--- src/rtl/ram_bus_arbiter.sv ---
// Arbitrates the shared serial-RAM SPI bus between MCU and Coprocessor; optional holder timeout under ARB_TIMEOUT_EN.
// Latency: request to grant 3 clocks from IDLE; release to next grant 3 + GUARD_CYCLES clocks.
// Backpressure: a holder keeps the bus while its request or its chip select is active; others wait at their level request.
module ram_bus_arbiter #(
  parameter int unsigned GUARD_CYCLES   = 4,
  parameter int unsigned TIMEOUT_CYCLES = 1024
) (
  input  logic clk,
  input  logic nreset,
  input  logic mcu_req,
  input  logic cop_req,
  input  logic mcu_nss,
  input  logic cop_nss,
  output logic bus_mode,
  output logic mcu_grant,
  output logic cop_grant,
  output logic ram_gate,
  output logic preempt
);

  typedef enum logic [1:0] {S_IDLE, S_GNT_MCU, S_GNT_COP, S_GUARD} state_t;

  // Synchronizer stages, bit order {cop_nss, mcu_nss, cop_req, mcu_req}
  logic [3:0] meta_q;
  logic [3:0] sync_q;
  logic       mcu_req_s, cop_req_s, mcu_nss_s, cop_nss_s;

  state_t     state_q;
  logic       last_cop_q;   // last owner: 1 = COP, 0 = MCU
  logic [3:0] guard_cnt_q;
  logic       bus_mode_q, mcu_grant_q, cop_grant_q, ram_gate_q, preempt_q;

  logic       pick_mcu, pick_cop, guard_done, to_hit;

  // Two-flop synchronizers; chip selects rest high (deselected)
  always_ff @(posedge clk or negedge nreset) begin
    if (!nreset) begin
      meta_q <= 4'b1100;
      sync_q <= 4'b1100;
    end else begin
      meta_q <= {cop_nss, mcu_nss, cop_req, mcu_req};
      sync_q <= meta_q;
    end
  end

  assign mcu_req_s = sync_q[0];
  assign cop_req_s = sync_q[1];
  assign mcu_nss_s = sync_q[2];
  assign cop_nss_s = sync_q[3];

  // Grant choice shared by IDLE and guard expiry: a lone requester wins, a tie goes to the non-last owner
  always_comb begin
    pick_mcu   = mcu_req_s && (!cop_req_s || last_cop_q);
    pick_cop   = cop_req_s && !pick_mcu;
    guard_done = (guard_cnt_q == 4'(GUARD_CYCLES - 1));
  end

`ifdef ARB_TIMEOUT_EN
  logic [15:0] to_cnt_q;
  logic        to_run;

  // Timeout runs only while the holder is idle on the bus and the other master waits
  always_comb begin
    to_run = ((state_q == S_GNT_MCU) && mcu_nss_s && cop_req_s) ||
             ((state_q == S_GNT_COP) && cop_nss_s && mcu_req_s);
    to_hit = to_run && (to_cnt_q == 16'(TIMEOUT_CYCLES - 1));
  end

  // Saturating idle-holder counter, cleared whenever the run condition lapses
  always_ff @(posedge clk or negedge nreset) begin
    if (!nreset) begin
      to_cnt_q <= 16'd0;
    end else if (!to_run || to_hit) begin
      to_cnt_q <= 16'd0;
    end else if (to_cnt_q != 16'hFFFF) begin
      to_cnt_q <= to_cnt_q + 16'd1;
    end
  end
`else
  logic unused_timeout;
  assign to_hit         = 1'b0;
  assign unused_timeout = |TIMEOUT_CYCLES;
`endif

  // Ownership FSM with registered outputs; grants and bus_mode move on the same edge
  always_ff @(posedge clk or negedge nreset) begin
    if (!nreset) begin
      state_q     <= S_IDLE;
      last_cop_q  <= 1'b1;
      guard_cnt_q <= 4'd0;
      bus_mode_q  <= 1'b0;
      mcu_grant_q <= 1'b0;
      cop_grant_q <= 1'b0;
      ram_gate_q  <= 1'b0;
      preempt_q   <= 1'b0;
    end else begin
      preempt_q <= 1'b0;
      case (state_q)
        S_IDLE, S_GUARD: begin
          if (state_q == S_GUARD && !guard_done) begin
            guard_cnt_q <= guard_cnt_q + 4'd1;
          end else if (pick_mcu) begin
            state_q     <= S_GNT_MCU;
            bus_mode_q  <= 1'b0;
            mcu_grant_q <= 1'b1;
            ram_gate_q  <= 1'b1;
          end else if (pick_cop) begin
            state_q     <= S_GNT_COP;
            bus_mode_q  <= 1'b1;
            cop_grant_q <= 1'b1;
            ram_gate_q  <= 1'b1;
          end else begin
            state_q <= S_IDLE;
          end
        end
        S_GNT_MCU: begin
          // A normal release takes priority; the timeout fires even with the request still high
          if ((!mcu_req_s && mcu_nss_s) || to_hit) begin
            state_q     <= S_GUARD;
            guard_cnt_q <= 4'd0;
            last_cop_q  <= 1'b0;
            mcu_grant_q <= 1'b0;
            ram_gate_q  <= 1'b0;
            preempt_q   <= mcu_req_s || !mcu_nss_s;
          end
        end
        S_GNT_COP: begin
          if ((!cop_req_s && cop_nss_s) || to_hit) begin
            state_q     <= S_GUARD;
            guard_cnt_q <= 4'd0;
            last_cop_q  <= 1'b1;
            cop_grant_q <= 1'b0;
            ram_gate_q  <= 1'b0;
            preempt_q   <= cop_req_s || !cop_nss_s;
          end
        end
        default: state_q <= S_IDLE;
      endcase
    end
  end

  assign bus_mode  = bus_mode_q;
  assign mcu_grant = mcu_grant_q;
  assign cop_grant = cop_grant_q;
  assign ram_gate  = ram_gate_q;
  assign preempt   = preempt_q;

endmodule

--- config.mk ---
export PLATFORM = sky130hd
export DESIGN_NAME = ram_bus_arbiter
export DESIGN_NICKNAME = d
export VERILOG_FILES = /design/src/rtl/ram_bus_arbiter.sv
export SDC_FILE = /design/constraint.sdc
export NUM_CORES = 1
export LEC_CHECK = 0
export CAP_MARGIN = 20
export CORE_MARGIN = 2
export CORE_UTILIZATION = 47
export DETAILED_ROUTE_END_ITERATION = 16
export GPL_TIMING_DRIVEN = 0
export HOLD_SLACK_MARGIN = 0.12
export PLACE_DENSITY_LB_ADDON = 0.15
export SLEW_MARGIN = 20
export SYNTH_ARGS = -nofsm -noshare
export SYNTH_HDL_FRONTEND = slang
export SYNTH_SLANG_ARGS = --single-unit
--- constraint.sdc ---
create_clock -name clk -period 1.5 [get_ports clk]
set_input_delay 0.15 -clock clk [delete_from_list [all_inputs] [get_ports clk]]
set_output_delay 0.15 -clock clk [all_outputs]
set_load 0.01 [all_outputs]
==> results of run 1 <==
## how the worst min path moves through the flow
stage,from,end,slack (ns),cells after the start
after CTS,cop_nss,meta_q[3]$_DFF_PN1_,0.25,1
final,cop_nss,meta_q[3]$_DFF_PN1_,0.26,1
after detailed placement,meta_q[0]$_DFF_PN0_,sync_q[0]$_DFF_PN0_,0.33,0
after global placement,meta_q[0]$_DFF_PN0_,sync_q[0]$_DFF_PN0_,0.33,0
after global routing,cop_nss,meta_q[3]$_DFF_PN1_,0.25,1
after floorplan,nreset,bus_mode$_DFFE_PN0P_,-0.15,0
## worst max-delay path, stage by stage (launching register included)
cell	delay, ns
dfrtp_1	0.41
buf_6	0.13
ha_4	0.17
a22o_4	0.23
or4b_4	0.48
nand3_2	0.08
## layout make-up
class	instances	area share, %
flip-flops and latches	19	41.1
repair buffers	18	13.7
well taps	25	2.66
multi-input cells	59	38.3
plain buffers	2	1.06
clock buffers	4	2.23
inverters	3	0.957
## routing by layer
metal	routed length, µm	up-vias	share of wire (%)
li1	-	346	-
met1	851	347	44
met2	927	25	48
met3	101	4	5.3
met4	33	0	1.7
met5	0	-	0
## through the flow
step	utilization, %	instance area, µm²	std cells
global placement	57.9	1020	118
global route	66.7	1180	130
finish	66.7	1180	130
detailed placement	57.9	1020	118
floorplan	-	901	84
CTS	61.5	1080	126
## synth_stat cells (2+ instances only)
| library cell | instances |
|---|---|
| dfrtp_1 | 14 |
| nand2_1 | 12 |
| a31oi_1 | 5 |
| dfstp_2 | 5 |
| nand3_1 | 5 |
| nor2_1 | 5 |
| ha_1 | 4 |
| a21oi_1 | 3 |
| inv_1 | 3 |
| nand4b_1 | 3 |
| o21ai_0 | 3 |
| clkbuf_1 | 2 |
| nand2b_4 | 2 |
| nand4_1 | 2 |
| o211ai_1 | 2 |
| o22ai_1 | 2 |
## kinds of logic (layout without fill, tap and decap cells)
family	count (synthesis)	count (layout)	share of synthesized area (%)
fa+ha+maj	4	4	5.59
flops	19	19	53.8
compound gates	20	20	15.5
simple gates	34	34	21.7
buf+inv	6	27	2.94
other cells	1	1	0.419
## power groups by stage
stage | Sequential [µW] | Combinational (µW) | Clock, µW
floorplan | 738 | 576 | 0
global placement | 730 | 829 | 0
detailed placement | 734 | 855 | 0
CTS | 710 | 975 | 260
global route | 741 | 1280 | 282
finish | 726 | 1160 | 254
## state kept, by name (all words and copies together) (netlist names)
| name | count |
|---|---|
| last_cop_q | 1 |
| cop_grant | 1 |
| mcu_grant | 1 |
| state_q | 2 |
| ram_gate | 1 |
| sync_q | 4 |
| bus_mode | 1 |
| meta_q | 4 |
| guard_cnt_q | 4 |
## what timing repair did
action	CTS	global route
gates resized for setup	2	15
endpoints found under the setup margin	10	10
setup buffers	5	4
pin swaps	1	7
hold buffers	0	0
==> metrics.md, run 1 <==
| Metric | Value |
|---|---|
| Status | finished with violations |
| Failing checks | negative setup slack |
| RSZ-0062 raised after global routing | yes |
| Fillers | 152 |
| Top FF cell, synth | dfrtp_1 |
| Chip width | 47.6 µm |
| Reg2Reg Setup Slack | -0.05 ns |
| Final period utilization | 103% |
| Synth Cell Area | 895 µm² |
| Measured slew at the worst slew-check pin | 0.837 ns |
| Critical path arrival | 1.78 ns |
| Skew final | 0.00266 ns |
| Die Area | 2270 µm² |
| Met2 Usage GRT | 30.3% |
| Router iterations before antenna repair | 4 |
| Hold Fails Final Rpt | 0 |
| TritonCTS Buffers | 3 |
| Vias in the first global route | 668 |
| Yosys top cell by area | dfrtp_1 |
| Leakage | 0.000503 µW |
| Psw | 824 µW |
| CTS tree | done |
| Worst skew pair latency | 0.29 ns |
| CP endpoint | guard_cnt_q[3]$_DFFE_PN0P_ |
| Worst Hold Class | primary input to register |
| CTS Sinks | 19 |
| Port bufs | 9 |
| Post-DP HPWL | 1.19 mm |
| Vias | 722 |
| Syn-to-layout area delta | 31.5% |
| Reg2reg path depth | 5 |
| Largest net degree at the start of global routing | 20 |
| Layer with the highest usage | met2 |
| Endpoint class of the critical path | register |
| Top cells by area, synth | dfrtp_1 (39%), dfstp_2 (15%), ha_1 (5.6%) |
| Slew Limit Fails | 0 |
| N_diodes | 0 |
| Setup crit start | state_q[0]$_DFFE_PN0P_ |
| Total power | 2140 µW |
| Starting density of the core | 50.7% |
| Clock Path Buffers | 2 |
| Root buf cell | clkbuf_4 |
| Post-route setup TNS | -0.0458 ns |
| Synth warnings | 0 |
| Crit Path Max Fanout | 5 |
| Detailed Route Iter0 Violations | 18 |
| EDFF count, synth | 0 |
| H-tree lvl count | 1 |
| Final Wtd Congestion | 0.842 |
| Clock Pin Slew Worst Setup and Hold Paths | 0.11 ns |
| # rows | 15 |
| Routed len/inst | 14.7 µm |
| Drt drc | 0 |
| M3 GR Usage | 3.02% |
| Reg2reg end | guard_cnt_q[3]$_DFFE_PN0P_ |
| Clock share of power | 11.9% |
| Synth async-reset ratio | 100% |
| Gate Count Post-Synth | 84 |
| Max-cap violations | 0 |
| FMAX | 647 MHz |
| Core ar. | 1760 µm² |
| Die height | 47.6 µm |
| Global-route wire length before repair | 2.99 mm |
| VDD IR max | 1.13 mV |
| Yosys top cell area share | 39.2% |
| Finish-stage setup viols | 1 |
| Layout cells sized above 1 | 34.3% |
| Logic pwr share | 54.2% |
| Yosys cell types | 28 |
| CP Launch Type | register |
| Commonest non-fill, non-tap cell in the layout | dfrtp_1 |
| Fin worst setup slack | -0.0458 ns |
| Min Clock Period, post-route | 1.55 ns |
| WS Path Type | register to register |
| GRT Util Overall | 19.4% |
| Antenna-violating nets left | 0 |
| Via density | 5.55 |
| Commonest cells after routing, fill and taps aside | dfrtp_1 (13), nand2_1 (11), buf_4 (9), clkdlybuf4s50_1 (9) |
| Slew margin rel. | 44.0% |
| Post-synthesis net count | 94 |
| Pint | 1320 µW |
| Final net count | 116 |
| Sw Ratio | 38.4% |
| Flops & latches, synth | 19 |
| GRT Residual Overflow | 0 |
| Req. time, crit path | 1.73 ns |
| Syn Area/Cell | 10.7 µm² |
| Final wirelength | 1.91 mm |
| Reg area | 483 µm² |
| Multi-input logic area | 450 µm² |
| Sequential Power Share | 33.9% |
| Min Hold Slack | 0.258 ns |
| Initial antenna violation count | 0 |
| Top-Level Pins | 11 |
| Met1 Track Usage GR | 26.3% |
| Pwr per Cell Area | 1820 nW/µm² |
| Reg-to-reg startpoint | state_q[0]$_DFFE_PN0P_ |
| Post-Place Setup Slack | -0.165 ns |
| Sequential share of the synthesized area | 53.8% |
(Power assumes the default switching activity.)
==> run 2: changes to the inputs <==
- ABC_CLOCK_PERIOD_IN_PS: unset -> 1500
- CORE_MARGIN: 2 -> 10
- HOLD_SLACK_MARGIN: 0.12 -> unset
==> run 2 against run 1 <==
Net effect:
- the run still ends with negative setup slack left
- clock power is 2% lower
- routed wire length is 2.7% higher
- final area is 0.21% lower
- largest power group unchanged
- critical endpoint unchanged
==> metrics.md, run 2 (synthesis results as in run 1) <==
| Metric | Value |
|---|---|
| # hold bufs at CTS | 0 |
| Skew final | 0.00558 ns |
| CTS Sinks | 19 |
| Reg2Reg Setup Slack | -0.06 ns |
| Max-cap violations | 0 |
| Endpoint class of the critical path | register |
| Placed inst area | 1020 µm² |
| Reg-to-reg startpoint | state_q[1]$_DFFE_PN0P_ |
| Largest registers | guard_cnt_q (4), meta_q (4), sync_q (4) |
| Worst Hold Class | primary input to register |
| Post-DP HPWL | 1.30 mm |
| Status | finished with violations |
| Via density | 5.63 |
| Commonest cells after routing, fill and taps aside | dfrtp_1 (12), nand2_1 (11), buf_4 (10) |
| Crit Path Max Fanout | 5 |
| Min Clock Period, post-route | 1.56 ns |
| Chip width | 63.6 µm |
| Failing checks | negative setup slack |
| Top-Level Pins | 11 |
| WS Path Type | register to register |
| Largest net degree at the start of global routing | 20 |
| Total power | 2150 µW |
| Final net count | 116 |
| Slew Limit Fails | 0 |
| Global-route wire length before repair | 3.32 mm |
| FMAX | 641 MHz |
| Critical path arrival | 1.79 ns |
| Final core occ | 66.5% |
| Vias | 732 |
| Worst skew pair latency | 0.29 ns |
| GRT Residual Overflow | 0 |
| Commonest non-fill, non-tap cell in the layout | dfrtp_1 |
| Cells after DPL | 118 |
| Reg2reg end | guard_cnt_q[3]$_DFFE_PN0P_ |
| Root buf cell | clkbuf_4 |
| Vias in the first global route | 745 |
| Die Area | 4050 µm² |
| Hold Fails Final Rpt | 0 |
| N_diodes | 0 |
| Finish-stage setup viols | 2 |
| Min Hold Slack | 0.263 ns |
| Finished Layout Cells | 130 |
| Hold Path End | meta_q[2]$_DFF_PN1_ |
| GRT Util Overall | 9.98% |
| Final period utilization | 104% |
| VDD IR max | 1.05 mV |
| Clock Pin Slew Worst Setup and Hold Paths | 0.10 ns |
| Router iterations before antenna repair | 4 |
| Measured slew at the worst slew-check pin | 0.854 ns |
| TritonCTS Buffers | 3 |
| Reg2reg path depth | 5 |
| Fillers | 154 |
| Final Wtd Congestion | 0.806 |
| Req. time, crit path | 1.73 ns |
| Detailed Route Iter0 Violations | 14 |
| CTS tree | done |
| Syn-to-layout area delta | 31.2% |
| Antenna-violating nets left | 0 |
| Final Cell Area | 1170 µm² |
| # rows | 15 |
| Leakage | 0.000500 µW |
| Die height | 63.6 µm |
| Clock Path Buffers | 2 |
| Slew margin rel. | 42.9% |
| Starting density of the core | 50.7% |
| Fin worst setup slack | -0.0599 ns |
| Routed len/inst | 15.1 µm |
| CP Launch Type | register |
| RSZ-0062 raised after global routing | yes |
| Core ar. | 1760 µm² |
| Pwr per Cell Area | 1830 nW/µm² |
| HP Start | mcu_nss |
| Initial antenna violation count | 0 |
| H-tree lvl count | 1 |
| Layout cells sized above 1 | 35.2% |
| Port bufs | 9 |
| Final wirelength | 1.96 mm |
| Hold Path Depth | 1 |
| Drt drc | 0 |
==> run 2: cell count changes in the layout (fill, tap and decap cells not counted) <==
cell     before  now
a22oi_1       0    1
a22oi_2       1    0
buf_4         9   10
buf_6         1    0
dfrtp_1      13   12
dfrtp_2       1    2
inv_1         2    1
inv_2         1    2
nor2_2        1    0
nor2_4        0    1
==> run 2: how the worst max path moves through the flow <==
stage                               startpoint                         end  cells past startpoint
finish                  state_q[1]$_DFFE_PN0P_  guard_cnt_q[3]$_DFFE_PN0P_                      5
detailed placement      state_q[0]$_DFFE_PN0P_  guard_cnt_q[1]$_DFFE_PN0P_                      6
global route        guard_cnt_q[0]$_DFFE_PN0P_       mcu_grant$_DFFE_PN0P_                      5
global placement        state_q[0]$_DFFE_PN0P_  guard_cnt_q[1]$_DFFE_PN0P_                      6
floorplan               state_q[0]$_DFFE_PN0P_  guard_cnt_q[3]$_DFFE_PN0P_                      5
CTS                     state_q[0]$_DFFE_PN0P_  guard_cnt_q[3]$_DFFE_PN0P_                      5
==> run 2: cell type report <==
class | instances | area [µm²] | share of cell area (%)
Buffer | 2 | 12.5 | 1.07
Clock buffer | 4 | 26.3 | 2.24
Inverter | 3 | 11.3 | 0.959
Multi-Input combinational cell | 59 | 450 | 38.4
Sequential cell | 19 | 484 | 41.3
Tap cell | 25 | 31.3 | 2.67
Timing Repair Buffer | 18 | 158 | 13.4
==> run 2: timing repair <==
action                                  4_1_cts  5_1_grt
gates cloned                                  0        0
setup buffers                                 7        2
gates resized for setup                      14        5
endpoints found under the setup margin       10        9
hold endpoints to repair                      0        0
pin swaps                                     2        4
==> run 2: where the power goes <==
| group | internal, µW | total, µW | switching, µW |
|---|---|---|---|
| Clock | 103 | 249 | 145 |
| Sequential | 638 | 740 | 102 |
| Combinational | 579 | 1160 | 584 |
==> run 2: through the flow <==
stage	TNS, ns	worst slack [ns]
after floorplan	0	0.00539
final	-0.0962	-0.0599
after global placement	-0.672	-0.115
after global routing	-0.364	-0.139
after detailed placement	-1.03	-0.165
after CTS	-0.0191	-0.0191
==> run 2: critical path, cell delays in order (launching register included) <==
cell and delay [ns]:
dfrtp_2 0.45, inv_2 0.07, ha_4 0.18, a22o_4 0.23
or4b_4 0.51, nand3_2 0.07
==> run 2: metal layers <==
metal	vias to the layer above	track usage [%]	share of wire [%]
li1	344	-	-
met1	365	11.8	45
met2	19	15.8	49
met3	4	3.71	5.2
met4	0	4.10	1.4
met5	-	0	0
==> run 3: changes to the inputs <==
- ABC_AREA: unset -> 1
- CTS_CLUSTER_DIAMETER: unset -> 30
==> run 3 against run 2 <==
Net effect:
- the flow now finishes without violations
- worst setup slack better by 0.16 ns
- synthesized cell count up 13%
- count of clock-buffer cells in the layout did not move
- sequential share of layout area increased by 3.6 points
- largest cell class unchanged
- final area down 8.4%
- via count fell by 16%
- critical path depth up 3
- first-iteration DRC count is 71% lower
- sequential power rose by 0.9%
- final cell count is 3.8% higher
- die area increased by 0.28%
- largest power group unchanged
- clock power barely moved
- highest routed layer unchanged
==> metrics.md, run 3 <==
| Metric | Value |
|---|---|
| Commonest cells post-synth | nand2_1 (23), dfrtp_1 (14), inv_1 (11), dfstp_2 (5) |
| Hold Path End | meta_q[3]$_DFF_PN1_ |
| RSZ-0062 raised after global routing | no |
| H-tree lvl count | 1 |
| Yosys top cell area share | 39.0% |
| Largest net degree at the start of global routing | 20 |
| Leakage | 0.000546 µW |
| Fillers | 175 |
| VDD IR max | 1.01 mV |
| # rows | 15 |
| Hold Fails Final Rpt | 0 |
| Top cells by area, synth | dfrtp_1 (39%), dfstp_2 (15%), nand2_1 (9.6%) |
| Top FF cell, synth | dfrtp_1 |
| Die Area | 4060 µm² |
| Critical path arrival | 1.58 ns |
| Router iterations before antenna repair | 4 |
| Reg2reg path depth | 8 |
| Routed len/inst | 11.1 µm |
| Largest registers | guard_cnt_q (4), meta_q (4), sync_q (4) |
| Endpoint class of the critical path | register |
| Clock Pin Slew Worst Setup and Hold Paths | 0.10 ns |
| Initial antenna violation count | 0 |
| Max-cap violations | 0 |
| Port bufs | 9 |
| Vias | 617 |
| Chip width | 63.7 µm |
| GRT Residual Overflow | 0 |
| Clock Path Buffers | 2 |
| WS Path Type | register to register |
| Die height | 63.7 µm |
| Final Cell Area | 1070 µm² |
| Final wirelength | 1.50 mm |
| Top-count cell post-synth | nand2_1 |
| Slew Limit Fails | 0 |
| Reg-to-reg startpoint | state_q[0]$_DFFE_PN0P_ |
| Reg2reg end | mcu_grant$_DFFE_PN0P_ |
| Final period utilization | 93.1% |
| Commonest cells after routing, fill and taps aside | nand2_1 (23), dfrtp_1 (14), inv_1 (11) |
| Worst skew pair latency | 0.28 ns |
| Min Clock Period, post-route | 1.40 ns |
| Root buf cell | clkbuf_4 |
| Synth async-reset ratio | 100% |
| Final core occ | 60.9% |
| Core ar. | 1760 µm² |
| Yosys cell types | 24 |
| Final net count | 121 |
| Post-Place Setup Slack | 0.0313 ns |
| Slew margin rel. | 45.9% |
| Gate Count Post-Synth | 95 |
| Critical path's most frequent cell | nand2_1 |
| FMAX | 716 MHz |
| Req. time, crit path | 1.68 ns |
| N_diodes | 0 |
| Antenna-violating nets left | 0 |
| Layout cells sized above 1 | 24.5% |
| CTS tree | done |
| Syn Area/Cell | 9.46 µm² |
| Status | completed |
| # hold bufs at CTS | 0 |
| Pwr per Cell Area | 2040 nW/µm² |
| Yosys top cell by area | dfrtp_1 |
| Drt drc | 0 |
| CP Launch Type | register |
| Post-route setup TNS | 0 ns |
| Fin worst setup slack | 0.103 ns |
| Reg2Reg Setup Slack | 0.10 ns |
| Skew final | 0.00478 ns |
| Finish-stage setup viols | 0 |
| Final Wtd Congestion | 0.871 |
| Vias in the first global route | 621 |
| CTS Sinks | 19 |
| Syn-to-layout area delta | 19.6% |
| Starting density of the core | 50.9% |
| Via density | 4.57 |
| Placed inst area | 1020 µm² |
| Crit Path Max Fanout | 8 |
| Synth warnings | 0 |
| Flops & latches, synth | 19 |
| Hold Path Depth | 1 |
| Crit-path cells | inv_1 -> ha_1 -> buf_6 -> inv_1 -> nand2_1 -> nand2_1 -> o21bai_1 -> nand2_1 |
| Top-Level Pins | 11 |
| EDFF count, synth | 0 |
| Detailed Route Iter0 Violations | 4 |
| Min Hold Slack | 0.263 ns |
| Max incr delay on CP | 0.41 ns |
| Post-DP HPWL | 1.15 mm |
| Global-route wire length before repair | 2.62 mm |
| CP max stage cell | dfrtp_1 |
| TritonCTS Buffers | 3 |
| HP Start | cop_nss |
| Synth Cell Area | 898 µm² |
| Measured slew at the worst slew-check pin | 0.809 ns |
| Sequential share of the synthesized area | 53.6% |
| Worst Hold Class | primary input to register |
| Commonest non-fill, non-tap cell in the layout | nand2_1 |
| GRT Util Overall | 7.66% |
| Post-synthesis net count | 105 |
-- run 3: cell count changes after synthesis, sizes merged, moves of 2 or more --
cell,change
a31oi,-5
inv,+12
clkbuf,-2
nand4b,-3
nand2,+19
xor2,+2
o22ai,-2
o211ai,-2
a22o,-2
o21ai,+3
nand2b,-2
-- run 3: layout make-up --
type,count,area (µm²),area share [%]
sequential,19,482,44.8
multi-input combinational,59,353,32.8
timing repair buffer,11,105,9.78
inverter,15,58.8,5.47
tap,25,31.3,2.91
clock buffer,4,26.3,2.44
buffer,2,18.8,1.75
-- run 3: worst max-delay path by stage --
stage | start | end | cells past startpoint
after CTS | state_q[0]$_DFFE_PN0P_ | mcu_grant$_DFFE_PN0P_ | 8
final | state_q[0]$_DFFE_PN0P_ | mcu_grant$_DFFE_PN0P_ | 8
after floorplan | state_q[0]$_DFFE_PN0P_ | mcu_grant$_DFFE_PN0P_ | 8
after global placement | state_q[0]$_DFFE_PN0P_ | mcu_grant$_DFFE_PN0P_ | 8
after global routing | state_q[0]$_DFFE_PN0P_ | mcu_grant$_DFFE_PN0P_ | 8
after detailed placement | state_q[0]$_DFFE_PN0P_ | mcu_grant$_DFFE_PN0P_ | 8
-- run 3: stage by stage --
stage	std cells	total power [µW]
after global routing	135	2420
after CTS	133	2120
after global placement	129	1840
after floorplan	95	1560
after detailed placement	129	1860
final	135	2200
-- run 3: cell families after synthesis --
family | synth area share [%]
AOI/OAI and AO/OA | 7.10
xor gates and xnor gates | 1.95
adders and majority gates | 5.57
buffers and inverters | 7.94
DFF | 53.6
other | 0.417
and+or+nand+nor | 23.4
-- run 3: metal layers --
layer  part of all wire (%)  vias to the layer above  wire length, µm  GRT usage, %
met5                      0                        -                0             0
met4                   0.87                        0               13          2.46
met3                    6.5                        2               97          2.65
met2                     46                       11              690          12.4
met1                     46                      285              694          9.25
li1                       -                      319                -             -
-- run 3: timing repair --
item,in CTS,in global routing
endpoints found under the setup margin,0,6
gates resized for setup,0,4
hold endpoints to repair,0,0
setup buffers,0,2
-- run 3: report_power, final --
| group | leakage [µW] | total (µW) | internal (µW) | switching (µW) |
|---|---|---|---|---|
| logic | 0.000308 | 1200 | 506 | 696 |
| registers | 0.000223 | 747 | 661 | 85.8 |
| clock network | 0.0000150 | 247 | 103 | 144 |
-- run 3: worst max-delay path, delay by kind of cell (launching register included) --
family | cells | cell delay, ns
flops | 1 | 0.41
buf+inv | 3 | 0.28
fa+ha+maj | 1 | 0.28
simple gates | 3 | 0.18
compound gates | 1 | 0.15
